==> src/rtl/io_terminal_pkg.sv <==
// -----------------------------------------------------------------------------
// io_terminal_pkg
// Shared types and constants for the io_terminal block:
//   in_state_e  - keyboard/input channel states (I_EMPTY, I_FULL)
//   out_state_e - printer/output channel states (O_IDLE, O_SEND, O_WAIT)
//   PRINT_DELAY_DEFAULT - default number of busy cycles after a printer handshake
//   CNT_W       - width of the print-delay counter (covers PRINT_DELAY 1..255)
// -----------------------------------------------------------------------------
package io_terminal_pkg;

  localparam int PRINT_DELAY_DEFAULT = 4;
  localparam int CNT_W               = 8;

  typedef enum logic {
    I_EMPTY = 1'b0,
    I_FULL  = 1'b1
  } in_state_e;

  typedef enum logic [1:0] {
    O_IDLE = 2'd0,
    O_SEND = 2'd1,
    O_WAIT = 2'd2
  } out_state_e;

endpackage : io_terminal_pkg

==> src/rtl/io_out_channel.sv <==
// -----------------------------------------------------------------------------
// io_out_channel
// Output (printer) channel of the terminal: captures the CPU OUTR byte on
// out_strobe, presents it to the printer with a valid/ready handshake, then
// stays busy for PRINT_DELAY cycles before raising FGO again.
//
// Parameters:
//   PRINT_DELAY  - busy cycles after the accepting prn_ready edge (1..255)
// Ports:
//   clk          - clock, rising edge
//   rst          - asynchronous active-high reset
//   out_strobe_i - one-cycle pulse, CPU executed OUT
//   outr_data_i  - CPU OUTR contents
//   prn_ready_i  - printer accepts prn_data this cycle
//   prn_data_o   - byte presented to the printer
//   prn_valid_o  - prn_data_o is valid
//   fgo_o        - output flag, channel can take a new character
//   out_ovr_o    - sticky overrun flag (strobe while busy), cleared by reset
// -----------------------------------------------------------------------------
module io_out_channel
  import io_terminal_pkg::*;
#(
  parameter int PRINT_DELAY = PRINT_DELAY_DEFAULT
) (
  input  logic       clk,
  input  logic       rst,
  input  logic       out_strobe_i,
  input  logic [7:0] outr_data_i,
  input  logic       prn_ready_i,
  output logic [7:0] prn_data_o,
  output logic       prn_valid_o,
  output logic       fgo_o,
  output logic       out_ovr_o
);

  out_state_e       state_q, state_d;
  logic [7:0]       data_q,  data_d;
  logic [CNT_W-1:0] cnt_q,   cnt_d;
  logic             ovr_q,   ovr_d;

  // NOTE: every variable gets its hold value first so no path through the
  // case statement leaves it unassigned (that would infer a latch).
  always_comb begin
    state_d = state_q;
    data_d  = data_q;
    cnt_d   = cnt_q;
    ovr_d   = ovr_q;

    unique case (state_q)
      O_IDLE: begin
        if (out_strobe_i) begin
          data_d  = outr_data_i;
          state_d = O_SEND;
        end
      end
      O_SEND: begin
        if (prn_ready_i) begin
          state_d = O_WAIT;
          cnt_d   = CNT_W'(PRINT_DELAY - 1);
        end
      end
      O_WAIT: begin
        // Counter runs PRINT_DELAY-1 .. 0, so the return to O_IDLE lands
        // exactly PRINT_DELAY edges after the accepting handshake edge.
        if (cnt_q == '0) begin
          state_d = O_IDLE;
        end else begin
          cnt_d = cnt_q - CNT_W'(1);
        end
      end
      default: state_d = O_IDLE;
    endcase

    // A strobe while busy is dropped; prn_data is untouched above.
    if (out_strobe_i && (state_q != O_IDLE)) begin
      ovr_d = 1'b1;
    end
  end

  // NOTE: sequential state uses non-blocking assignments so all registers
  // update together from the values present before the edge.
  // The data register is reset too: prn_data must read 0 out of reset.
  always_ff @(posedge clk or posedge rst) begin
    if (rst) begin
      state_q <= O_IDLE;
      data_q  <= '0;
      cnt_q   <= '0;
      ovr_q   <= 1'b0;
    end else begin
      state_q <= state_d;
      data_q  <= data_d;
      cnt_q   <= cnt_d;
      ovr_q   <= ovr_d;
    end
  end

  assign prn_data_o  = data_q;
  assign prn_valid_o = (state_q == O_SEND);
  assign fgo_o       = (state_q == O_IDLE);
  assign out_ovr_o   = ovr_q;

endmodule : io_out_channel

==> src/rtl/io_terminal.sv <==
// -----------------------------------------------------------------------------
// io_terminal
// Character terminal between a keyboard source, a printer sink and a simple
// CPU (INPR/OUTR registers with FGI/FGO flags). The input channel is inline;
// the output channel lives in io_out_channel. The two share no state.
//
// Configuration macro:
//   IO_TERMINAL_IRQ_EN - when defined, irq is a register of ien & (FGI | FGO)
//                        (one cycle latency); otherwise irq = 0, ien unused.
// Parameters:
//   PRINT_DELAY - busy cycles after each printer handshake (1..255)
// Ports:
//   clk, CLR_GLOBAL         - clock (rising edge), async active-high reset
//   kb_data, kb_valid       - keyboard character and its valid
//   kb_ready                - terminal can accept a keyboard character
//   outt_INPR, FGI          - character for the CPU and its "unread" flag
//   inp_ack                 - one-cycle pulse, CPU executed INP
//   outr_data, out_strobe   - CPU OUTR contents and OUT pulse
//   FGO                     - output channel can take a new character
//   prn_data/valid/ready    - printer handshake
//   ien, irq                - interrupt enable and request
//   out_ovr                 - sticky output overrun flag
// -----------------------------------------------------------------------------
module io_terminal
  import io_terminal_pkg::*;
#(
  parameter int PRINT_DELAY = PRINT_DELAY_DEFAULT
) (
  input  logic       clk,
  input  logic       CLR_GLOBAL,
  input  logic [7:0] kb_data,
  input  logic       kb_valid,
  output logic       kb_ready,
  output logic [7:0] outt_INPR,
  output logic       FGI,
  input  logic       inp_ack,
  input  logic [7:0] outr_data,
  input  logic       out_strobe,
  output logic       FGO,
  output logic [7:0] prn_data,
  output logic       prn_valid,
  input  logic       prn_ready,
  input  logic       ien,
  output logic       irq,
  output logic       out_ovr
);

  // ---------------- input channel ----------------
  in_state_e  in_state_q, in_state_d;
  logic [7:0] inpr_q,     inpr_d;

  always_comb begin
    in_state_d = in_state_q;
    inpr_d     = inpr_q;
    unique case (in_state_q)
      I_EMPTY: begin
        if (kb_valid) begin
          inpr_d     = kb_data;
          in_state_d = I_FULL;
        end
      end
      // kb_valid is ignored while full, including the inp_ack cycle.
      I_FULL: begin
        if (inp_ack) begin
          in_state_d = I_EMPTY;
        end
      end
      default: in_state_d = I_EMPTY;
    endcase
  end

  always_ff @(posedge clk or posedge CLR_GLOBAL) begin
    if (CLR_GLOBAL) begin
      in_state_q <= I_EMPTY;
      inpr_q     <= '0;
    end else begin
      in_state_q <= in_state_d;
      inpr_q     <= inpr_d;
    end
  end

  assign kb_ready  = (in_state_q == I_EMPTY);
  assign FGI       = (in_state_q == I_FULL);
  assign outt_INPR = inpr_q;

  // ---------------- output channel ----------------
  io_out_channel #(
    .PRINT_DELAY (PRINT_DELAY)
  ) u_out (
    .clk          (clk),
    .rst          (CLR_GLOBAL),
    .out_strobe_i (out_strobe),
    .outr_data_i  (outr_data),
    .prn_ready_i  (prn_ready),
    .prn_data_o   (prn_data),
    .prn_valid_o  (prn_valid),
    .fgo_o        (FGO),
    .out_ovr_o    (out_ovr)
  );

  // ---------------- interrupt ----------------
`ifdef IO_TERMINAL_IRQ_EN
  logic irq_q;

  always_ff @(posedge clk or posedge CLR_GLOBAL) begin
    if (CLR_GLOBAL) begin
      irq_q <= 1'b0;
    end else begin
      irq_q <= ien & (FGI | FGO);
    end
  end

  assign irq = irq_q;
`else
  logic ien_unused;
  assign ien_unused = ien;
  assign irq        = 1'b0;
`endif

endmodule : io_terminal

==> config.mk <==
export PLATFORM = sky130hd
export DESIGN_NAME = io_terminal
export DESIGN_NICKNAME = d
export VERILOG_FILES = /design/src/rtl/io_terminal_pkg.sv /design/src/rtl/io_out_channel.sv /design/src/rtl/io_terminal.sv
export SDC_FILE = /design/constraint.sdc
export NUM_CORES = 1
export LEC_CHECK = 0
export ABC_AREA = 0
export CAP_MARGIN = 20
export CELL_PAD_IN_SITES_DETAIL_PLACEMENT = 1
export CELL_PAD_IN_SITES_GLOBAL_PLACEMENT = 2
export CORE_MARGIN = 1
export CORE_UTILIZATION = 30
export DETAILED_ROUTE_END_ITERATION = 8
export DONT_BUFFER_PORTS = 1
export GPL_ROUTABILITY_DRIVEN = 0
export GPL_TIMING_DRIVEN = 0
export PLACE_DENSITY = 0.68
export SYNTH_ARGS = -nofsm -noshare
export SYNTH_HDL_FRONTEND = slang
export SYNTH_SLANG_ARGS = --single-unit
==> constraint.sdc <==
create_clock -name clk -period 3 [get_ports clk]
set_input_delay 0.9 -clock clk [delete_from_list [all_inputs] [get_ports clk]]
set_output_delay 0.9 -clock clk [all_outputs]
set_load 0.005 [all_outputs]
Word level (Yosys, flattened, before mapping)
Cells that the tools add are included.
Operators by class
  $add $sub $neg: 1
  $mul: 0
  divide/modulo/power cells: 0
  magnitude comparators: 0
  eq/ne operators: 6
  shift operators: 0
  mux-type cells: 10
  bitwise operators: 1
  reduce and logical (&&, ||, !) cells: 9
Operators with widths (count)
  2-to-1 mux 8 bit: 2
  case mux 8 bit (2 select lines): 1
  logical NOT 8 bit: 1
  subtractor 8 x 1 -> 8 bit, second input constant: 1
  2-to-1 mux 2 bit: 3
  case mux 2 bit (3 select lines): 1
  AND reduction 3 bit: 2
  inequality test 2 x 1 -> 1 bit, second input constant: 2
  inequality test 2 bit, second input constant: 2
  AND reduction 2 bit: 2
  nonzero test 2 bit: 2
  == test 2 x 1 -> 1 bit, second input constant: 1
  == test 2 bit, second input constant: 1
  logical NOT 2 bit: 1
  2-to-1 mux 1 bit: 2
  case mux 1 bit (2 select lines): 1
  logical AND 1 bit: 1
  NOT 1 bit: 1
Word-level totals
  register bits: 28
  latch bits: 0
  memory bits (writable): 0
  ROM bits: 0
  input bits: 23
  word-level logic and storage cells: 33
  memories: 0

Logic depth before layout (Yosys ltp)
Gate-level depths: netlist (run 1).
  word-level depth: 3
  depth in mapped cells: 6

Hierarchy
From an unflattened synthesis (run 1), not the netlist that was laid out.
Unflattened totals
  cell total of the unflattened synthesis: 103
  area total of the unflattened synthesis: 1273.7 µm²
Modules (own cells, without submodules)
  io_out_channel: instances 1, cells each 79, area an instance 884.6 µm², seq. area each 475.5 µm²
  io_terminal: instances 1, cells each 24, area an instance 389.1 µm², seq. area each 225.2 µm²

Least setup slack after synthesis (run 1)
Ideal clock, no wire load.
  kind: input-to-reg
  start: in kb_valid
  end: reg inpr_q[0] (netlist: outt_INPR[0])
  library setup time: 0.125 ns
  data arrival time: 1.658 ns
  slack: 1.218 ns
  cell stages on the path: 3
  cells stage by stage: nor2b_1 clkbuf_1 mux2_2
Between the ends
  longest elaborated chain between the ends: 1
Ends and longest elaborated chain
  from (decl): RTL line io_terminal.sv:32  | input logic kb_valid,
  AND reduction 2 bit (no line)
  to (signal assigned): RTL line io_terminal.sv:78  | inpr_q <= inpr_d;
  to (decl): RTL line io_terminal.sv:50  | logic [7:0] inpr_q, inpr_d;
No other way between the ends.
A chain may end at the register's enable or synchronous reset.

Final worst setup path (run 1)
  start: reg u_out.cnt_q[0]
  end: reg u_out.cnt_q[1]
Between the ends
  longest elaborated chain between the ends: 3
Ends and longest elaborated chain
  from (decl): RTL line io_out_channel.sv:38  | logic [CNT_W-1:0] cnt_q, cnt_d;
  from (signal assigned): RTL line io_out_channel.sv:92  | cnt_q <= cnt_d;
  subtractor 8 x 1 -> 8 bit or logical NOT 8 bit (tied branches): RTL line io_out_channel.sv:68, io_out_channel.sv:65
  2-to-1 mux 8 bit or inequality test 2 bit (tied branches)
  case mux 8 bit (2 select lines) or AND reduction 3 bit (tied branches)
Several ways; a longest one is shown, not always the timed one. The select of a mux whose other input is x is not followed.

==> impl_metrics.json, run 1 <==
{
  "final_cell_mix": "28 x dfrtp_1, 16 x mux2_2, 8 x inv_1",
  "r2r_start": "u_out.cnt_q[0]",
  "pin_count": 45,
  "worstMarginPinSlew_ns": 0.7908,
  "port_buffers": 0,
  "place_inst": 150,
  "cts_setup_buffers": 0,
  "pre_cts_ws_ns": 1.022,
  "cts_hold_buffers": 0,
  "ys_seq_area_frac": 0.5685,
  "drt-initial-drc-count": 10,
  "drv_cap": 0,
  "drive_gt1_frac": 0.2243,
  "layout_min_cycle_time_ns": 1.978,
  "grt_max_degree": 29,
  "ys_warn_count": 0,
  "grt_util_all_layers": 0.1192,
  "cts.sinks": 28,
  "tritoncts": "done",
  "finClkSkew_ns": 0.008028,
  "fin_crit_sh": 0.6594,
  "power_density_mw_per_mm2": 941.2,
  "coreArea_mm2": 0.003799,
  "hold_class": "in2async",
  "final_common_cell": "dfrtp_1",
  "ys.flop_type": "dfrtp_1",
  "num_antenna_cells": 0,
  "p_total_mw": 1.310,
  "fp.dieH_um": 66.10,
  "syn_area_per_cell_um2": 12.08,
  "dpl.hpwl_um": 1704,
  "placedInstanceArea_mm2": 0.001292,
  "placementRows": 22,
  "synth_cell_type_count": 29,
  "start_util": 0.3244,
  "route.detailed.drc": 0,
  "grt_antenna_before_repair": 0,
  "maxSlewHeadroom": 0.4687,
  "syn_area_mm2": 0.001232,
  "max_freq_ghz": 0.5055,
  "rsz0062_at_grt": "false",
  "crit_required_ns": 3.14,
  "path_clk_slew_ns": 0.10,
  "postRouteAntennaNets": 0,
  "dieArea_mm2": 0.004369,
  "finalNonFillerCells": 155,
  "cts-resized-gates": 0,
  "clk-insertion-delay-late_ns": 0.27,
  "syn_inst": 102,
  "p_leak_nw": 0.6252,
  "dieWidth_um": 66.10,
  "worst-endpoint-arrival_ns": 2.11,
  "ys_seq_elements": 28,
  "nNetsFinal": 133,
  "final-setup-viol-count": 0,
  "slew_viol_final": 0,
  "crit_path_start_kind": "flip-flop",
  "synth-edff-count": 0,
  "cts-root-buf": "clkbuf_8",
  "worst-path-max-fanout": 10,
  "routedWlPerCell_um": 14.79,
  "via_per_inst": 4.865,
  "cts_buffers": 3,
  "first_pass_iters": 4,
  "ir_drop_uv": 382.7,
  "dr_total_vias": 754,
  "final_area_mm2": 0.001391,
  "syn_nets": 127,
  "setup_tns_ns": 0,
  "async_flop_share": 1.000,
  "fill_cells": 422,
  "cts_buffer_depth": 2,
  "cts_max_level": 1,
  "finalWorstSetupSlack_ns": 1.022,
  "worstSetupStartpoint": "u_out.cnt_q[0]",
  "outcome": "finished, final reports clean",
  "area_growth_pct": 12.89,
  "hold_viol_final": 0,
  "drt-total-wl_um": 2292,
  "end_kind": "flip-flop",
  "grt_pass1_vias": 834,
  "grt_overflow": 0,
  "grt_pass1_wl_um": 3933,
  "criticalPathCategory": "reg2reg"
}
==> per-layer routing <==
metal / track usage / share of wire
met5: 0 / 0
met4: 0.03191 / 0.0052
met3: 0.02759 / 0.050
met2: 0.2143 / 0.52
met1: 0.1410 / 0.43
==> cells by family after synthesis <==
group           Yosys count  share of synthesized area
flops                    28                     0.5685
simple gates             30                     0.1411
other cells               1                   0.003043
buf+inv                  11                    0.03655
mux                      18                     0.1624
xor+xnor                  1                   0.007108
compound gates           11                    0.06092
fa+ha+maj                 2                    0.02030
==> state kept, by name, indices dropped and copies added, names as in the netlist <==
signal            count
outt_INPR             8
u_out.cnt_q           8
u_out.prn_data_o      8
u_out.state_q         2
FGI                   1
u_out.out_ovr_o       1
==> cell type report <==
| type | instances | area (um^2) | share of cell area |
|---|---|---|---|
| flip-flops and latches | 28 | 700.7 | 0.5036 |
| multi-input cells | 63 | 486.7 | 0.3498 |
| well taps | 48 | 60.06 | 0.04317 |
| clock buffers | 3 | 41.29 | 0.02968 |
| clock inverters | 1 | 30.03 | 0.02158 |
| inverters | 8 | 30.03 | 0.02158 |
| repair buffers | 1 | 27.53 | 0.01978 |
| plain buffers | 3 | 15.01 | 0.01079 |
==> where the power goes <==
group          internal (mW)  switching [mW]  leakage [nW]  total [mW]
clock network          0.178           0.113        0.0357       0.292
logic                  0.200           0.178         0.254       0.378
registers              0.513           0.127         0.336       0.640
==> synth_stat cells, types with 2 or more instances <==
master | n | share of area
nor2b_1 | 2 | 0.010
clkbuf_1 | 2 | 0.0061
a21oi_1 | 3 | 0.012
nor2_1 | 3 | 0.0091
nand2_1 | 7 | 0.021
mux2i_1 | 2 | 0.016
a211o_1 | 2 | 0.014
inv_1 | 8 | 0.024
nand4_1 | 2 | 0.010
ha_1 | 2 | 0.020
mux2_2 | 16 | 0.15
nor3_1 | 5 | 0.020
o21ai_0 | 2 | 0.0081
nand2b_1 | 3 | 0.015
dfrtp_1 | 28 | 0.57
or4_1 | 2 | 0.012
==> stage by stage <==
step                        util  hold WS (ns)
after floorplan                -        0.4590
after global placement    0.3403        0.4872
after detailed placement  0.3403        0.5012
after CTS                 0.3590        0.5272
after global routing      0.3663        0.5354
final                     0.3663        0.5166
==> critical path: stages (launching register included) <==
cell      delay, ns
dfrtp_1        0.43
inv_1          0.08
ha_1           0.20
nor3b_1        0.16
a21oi_1        0.63
nand2b_1       0.21
a41oi_1        0.12
==> path summary, 6_finish.rpt <==
path	to	slack, ns	depth (start not counted)
worst min-delay path	outt_INPR[4]	0.52	1
worst max-delay path	u_out.cnt_q[1]	1.02	6
max in group asynchronous	u_out.cnt_q[1]	2.03	2
min in group clk	u_out.out_ovr_o	0.52	1
worst max register to register	u_out.cnt_q[1]	1.02	6
worst min register to register	u_out.out_ovr_o	0.52	1
Power figures use the tool's default switching activity.
==> inputs of run 2 (changes only) <==
PLACE_DENSITY = 0.7   (was 0.68)
clock period = 1.8 ns   (was 3 ns; I/O delays follow)
==> impl_metrics.json, run 2 (same netlist as run 1, synthesis figures left out) <==
{
  "fill_cells": 424,
  "port_buffers": 0,
  "drt-total-wl_um": 2257,
  "dieArea_mm2": 0.004369,
  "crit_required_ns": 1.93,
  "grt_overflow": 0,
  "outcome": "finished, final reports clean",
  "coreArea_mm2": 0.003799,
  "num_antenna_cells": 0,
  "whs_ns": 0.1031,
  "maxSlewHeadroom": 0.4903,
  "cpPeakStageDelay_ns": 0.48,
  "dieWidth_um": 66.10,
  "layout_min_cycle_time_ns": 1.717,
  "nNetsFinal": 133,
  "grt_util_all_layers": 0.1216,
  "cts_hold_buffers": 0,
  "grt_antenna_before_repair": 0,
  "cts.sinks": 28,
  "area_growth_pct": 12.39,
  "final_area_mm2": 0.001385,
  "final_core_util": 0.3646,
  "cts_max_level": 1,
  "cts-root-buf": "clkbuf_8",
  "rsz0062_at_grt": "true",
  "ir_drop_uv": 767.9,
  "grt_pass1_vias": 885,
  "multi_input_area_um2": 496.7,
  "worst-endpoint-arrival_ns": 1.85,
  "drt-initial-drc-count": 8,
  "pin_count": 45,
  "drive_gt1_frac": 0.2430,
  "hold_viol_final": 0,
  "first_pass_iters": 4,
  "postRouteAntennaNets": 0,
  "pwr-share-clk": 0.178,
  "p_sw_frac": 0.3342,
  "worstMarginPinSlew_ns": 0.7588,
  "internal_power_mw": 1.388,
  "final_common_cell": "dfrtp_1",
  "dpl.hpwl_um": 1799,
  "cts_buffers": 3,
  "dr_total_vias": 781,
  "finClkSkew_ns": 0.005520,
  "hold_class": "in2async",
  "critPathBufInv": 1,
  "crit_path_start_kind": "flip-flop",
  "end_kind": "flip-flop",
  "placedInstanceArea_mm2": 0.001292,
  "placementRows": 22,
  "power_frac_seq": 0.514,
  "tritoncts": "done",
  "grt_pass1_wl_um": 4064,
  "fin_crit_sh": 0.9540,
  "route.detailed.drc": 0,
  "pwr-share-comb": 0.308,
  "fp.dieH_um": 66.10,
  "cp_cell_sequence": "inv_1 -> ha_1 -> nor3b_2 -> a2111oi_1 -> xnor2_1 -> nor2_1",
  "slowest_stage": "a2111oi_1",
  "power_density_mw_per_mm2": 1505,
  "worst-path-max-fanout": 6,
  "final_cell_mix": "28 x dfrtp_1, 16 x mux2_2, 8 x inv_1",
  "slew_viol_final": 0,
  "clk-insertion-delay-late_ns": 0.27,
  "start_util": 0.3244,
  "criticalPathCategory": "reg2reg",
  "via_per_inst": 5.039,
  "final-setup-viol-count": 0,
  "pre_cts_ws_ns": -0.1588,
  "grt_max_degree": 29,
  "cts_buffer_depth": 2,
  "drv_cap": 0,
  "finalWorstSetupSlack_ns": 0.08276,
  "max_freq_ghz": 0.5823,
  "p_leak_nw": 0.6225,
  "routedWlPerCell_um": 14.56,
  "critical_path.top_delay_family": "compound AO/OA/AOI/OAI gates",
  "p_sw_mw": 0.6967,
  "regArea_um2": 700.7,
  "path_clk_slew_ns": 0.09
}
==> run 2: changes by cell type in the layout (fill, tap and decap cells not counted) <==
cell	change
bufinv_16	-1
clkbuf_8	+1
a21oi_2	+1
a2111oi_0	-1
a21oi_1	-1
a2111oi_1	+1
nor3b_2	+1
nor3b_1	-1
==> run 2: final timing paths <==
check / to / cells past startpoint / slack [ns] / start
setup / recovery: u_out.cnt_q[4] / 6 / 0.08 / u_out.cnt_q[0]
hold reg to reg: u_out.out_ovr_o / 1 / 0.52 / u_out.out_ovr_o
setup reg to reg: u_out.cnt_q[4] / 6 / 0.08 / u_out.cnt_q[0]
hold / removal: outt_INPR[0] / 1 / 0.10 / CLR_GLOBAL
min in group clk: FGI / 1 / 0.37 / inp_ack
max in group asynchronous: u_out.prn_data_o[4] / 2 / 1.29 / CLR_GLOBAL
==> run 2: stage by stage <==
step	setup TNS (ns)	power, mW	cells
3_5_place_dp	-0.5414	1.723	150
3_3_place_gp	-0.3452	1.688	150
2_1_floorplan	0	1.554	102
4_1_cts	-0.02474	2.121	154
6_report	0	2.084	155
5_1_grt	-0.1778	2.258	155
==> run 2: power by group through the flow <==
| stage | Combinational [mW] | Clock (mW) | Sequential [mW] |
|---|---|---|---|
| floorplan | 0.533 | 0 | 1.02 |
| global placement | 0.606 | 0 | 1.08 |
| detailed placement | 0.638 | 0 | 1.08 |
| CTS | 0.649 | 0.392 | 1.08 |
| global route | 0.735 | 0.410 | 1.11 |
| finish | 0.643 | 0.371 | 1.07 |
==> run 2: worst register-to-register path, stage by stage, from the launching register on <==
cell	delay, ns
dfrtp_1	0.43
inv_1	0.09
ha_1	0.19
nor3b_2	0.17
a2111oi_1	0.48
xnor2_1	0.17
nor2_1	0.05
==> run 2: final cells by class <==
| type | count | share of cell area |
|---|---|---|
| tap | 48 | 0.04336 |
| multi-input combinational | 63 | 0.3586 |
| sequential | 28 | 0.5059 |
| clock buffer | 4 | 0.03975 |
| inverter | 8 | 0.02168 |
| buffer | 3 | 0.01084 |
| timing repair buffer | 1 | 0.01987 |
==> run 2: timing repair <==
| action | in CTS | in global routing |
|---|---|---|
| buffers inserted | 0 | 0 |
| setup endpoints to repair | 7 | 4 |
| gates resized for setup | 2 | 1 |
| hold endpoints to repair | 0 | 0 |
==> run 2: per-layer routing <==
layer / global-route usage / vias up / routed length, um
met5: 0 / - / 0
met4: 0.03191 / 0 / 8
met3: 0.03103 / 2 / 149
met2: 0.2156 / 27 / 1196
met1: 0.1449 / 392 / 903
li1: - / 360 / -
==> inputs of run 3 (changes only) <==
MAX_ROUTING_LAYER = met4   (was default)
==> impl_metrics.json, run 3 (same netlist as run 1, synthesis figures left out) <==
{
  "path_clk_slew_ns": 0.09,
  "cpPeakStageDelay_ns": 0.48,
  "grt_util_all_layers": 0.1249,
  "route.detailed.drc": 0,
  "worstMarginPinSlew_ns": 0.7588,
  "outcome": "finished, final reports clean",
  "ir_drop_uv": 769.8,
  "crit_path_start_kind": "flip-flop",
  "finClkSkew_ns": 0.005620,
  "clk-insertion-delay-late_ns": 0.27,
  "grt_max_degree": 29,
  "rsz0062_at_grt": "true",
  "final_cell_mix": "28 x dfrtp_1, 16 x mux2_2, 8 x inv_1",
  "end_kind": "flip-flop",
  "slew_viol_final": 0,
  "dpl.hpwl_um": 1799,
  "dr_total_vias": 780,
  "drv_cap": 0,
  "criticalPathCategory": "reg2reg",
  "coreArea_mm2": 0.003799,
  "layout_min_cycle_time_ns": 1.717,
  "dieWidth_um": 66.10,
  "grt_pass1_vias": 887,
  "setup_tns_ns": 0,
  "grt_pass1_wl_um": 4064,
  "via_per_inst": 5.032,
  "slowest_stage": "a2111oi_1",
  "drive_gt1_frac": 0.2430,
  "cts_buffers": 3,
  "grt_overflow": 0,
  "crit_required_ns": 1.93,
  "whs_ns": 0.1030,
  "hold_viol_final": 0,
  "p_leak_nw": 0.6225,
  "fp.dieH_um": 66.10,
  "worst-path-max-fanout": 6,
  "fill_cells": 424,
  "grt_antenna_before_repair": 0,
  "cts_max_level": 1,
  "placementRows": 22,
  "max_freq_ghz": 0.5823,
  "cts_hold_buffers": 0,
  "area_growth_pct": 12.39,
  "final_common_cell": "dfrtp_1",
  "cts-root-buf": "clkbuf_8",
  "drt-total-wl_um": 2257,
  "start_util": 0.3244,
  "port_buffers": 0,
  "num_antenna_cells": 0,
  "maxSlewHeadroom": 0.4903,
  "nNetsFinal": 133,
  "final-setup-viol-count": 0,
  "cts.sinks": 28,
  "cp_cell_sequence": "inv_1 -> ha_1 -> nor3b_2 -> a2111oi_1 -> xnor2_1 -> nor2_1",
  "hold_class": "in2async",
  "fin_crit_sh": 0.9540,
  "worst-endpoint-arrival_ns": 1.85,
  "routedWlPerCell_um": 14.56,
  "postRouteAntennaNets": 0,
  "pin_count": 45,
  "first_pass_iters": 4,
  "power_density_mw_per_mm2": 1505,
  "tritoncts": "done",
  "cts_buffer_depth": 2,
  "dieArea_mm2": 0.004369,
  "drt-initial-drc-count": 8
}
-- run 3: cell type report --
type | count | area (um^2) | share of cell area
buffer | 3 | 15.01 | 0.01084
inverter | 8 | 30.03 | 0.02168
timing repair buffer | 1 | 27.53 | 0.01987
clock buffer | 4 | 55.05 | 0.03975
multi-input combinational | 63 | 496.7 | 0.3586
tap | 48 | 60.06 | 0.04336
sequential | 28 | 700.7 | 0.5059
-- run 3: power by group --
group	switching, mW	total [mW]	internal (mW)
sequential	0.216	1.07	0.855
clock	0.176	0.371	0.195
combinational	0.306	0.643	0.337
-- run 3: stage by stage --
step | power, mW | instance area (um^2) | utilization | std cells | setup slack (ns)
final | 2.085 | 1385 | 0.3646 | 155 | 0.08273
after CTS | 2.121 | 1356 | 0.3570 | 154 | -0.02474
after floorplan | 1.554 | 1232 | - | 102 | 0.1724
after detailed placement | 1.723 | 1292 | 0.3403 | 150 | -0.1588
after global routing | 2.258 | 1385 | 0.3646 | 155 | -0.06834
after global placement | 1.688 | 1292 | 0.3403 | 150 | -0.1278
-- run 3: repair_timing --
action,in CTS,in global routing
buffers inserted,0,0
endpoints found under the setup margin,7,4
resized for setup,2,1
-- run 3: per-layer routing --
layer  wire (um)  up-vias  track usage
met1         921      392       0.1503
met4           8        0      0.03191
met3         130        2      0.02414
met2        1196       26       0.2143
met5           0        -            -
li1            -      360            -
-- run 3: worst paths after layout --
kind | startpoint | end | slack, ns | cells after the start
setup / recovery | u_out.cnt_q[0] | u_out.cnt_q[4] | 0.08 | 6
hold / removal | CLR_GLOBAL | outt_INPR[0] | 0.10 | 1
setup reg to reg | u_out.cnt_q[0] | u_out.cnt_q[4] | 0.08 | 6
hold reg to reg | u_out.out_ovr_o | u_out.out_ovr_o | 0.52 | 1
max in group asynchronous | CLR_GLOBAL | u_out.prn_data_o[4] | 1.29 | 2
min in group clk | inp_ack | FGI | 0.37 | 1
-- run 3: critical path: cells and delay by family (launching register included) --
| family | cells | cell delay, ns |
|---|---|---|
| AO/OA/AOI/OAI | 1 | 0.48 |
| flip-flops | 1 | 0.43 |
| AND/OR/NAND/NOR | 2 | 0.22 |
| adder cells (fa/ha/maj) | 1 | 0.19 |
| XOR/XNOR | 1 | 0.17 |
| buffers and inverters | 1 | 0.09 |
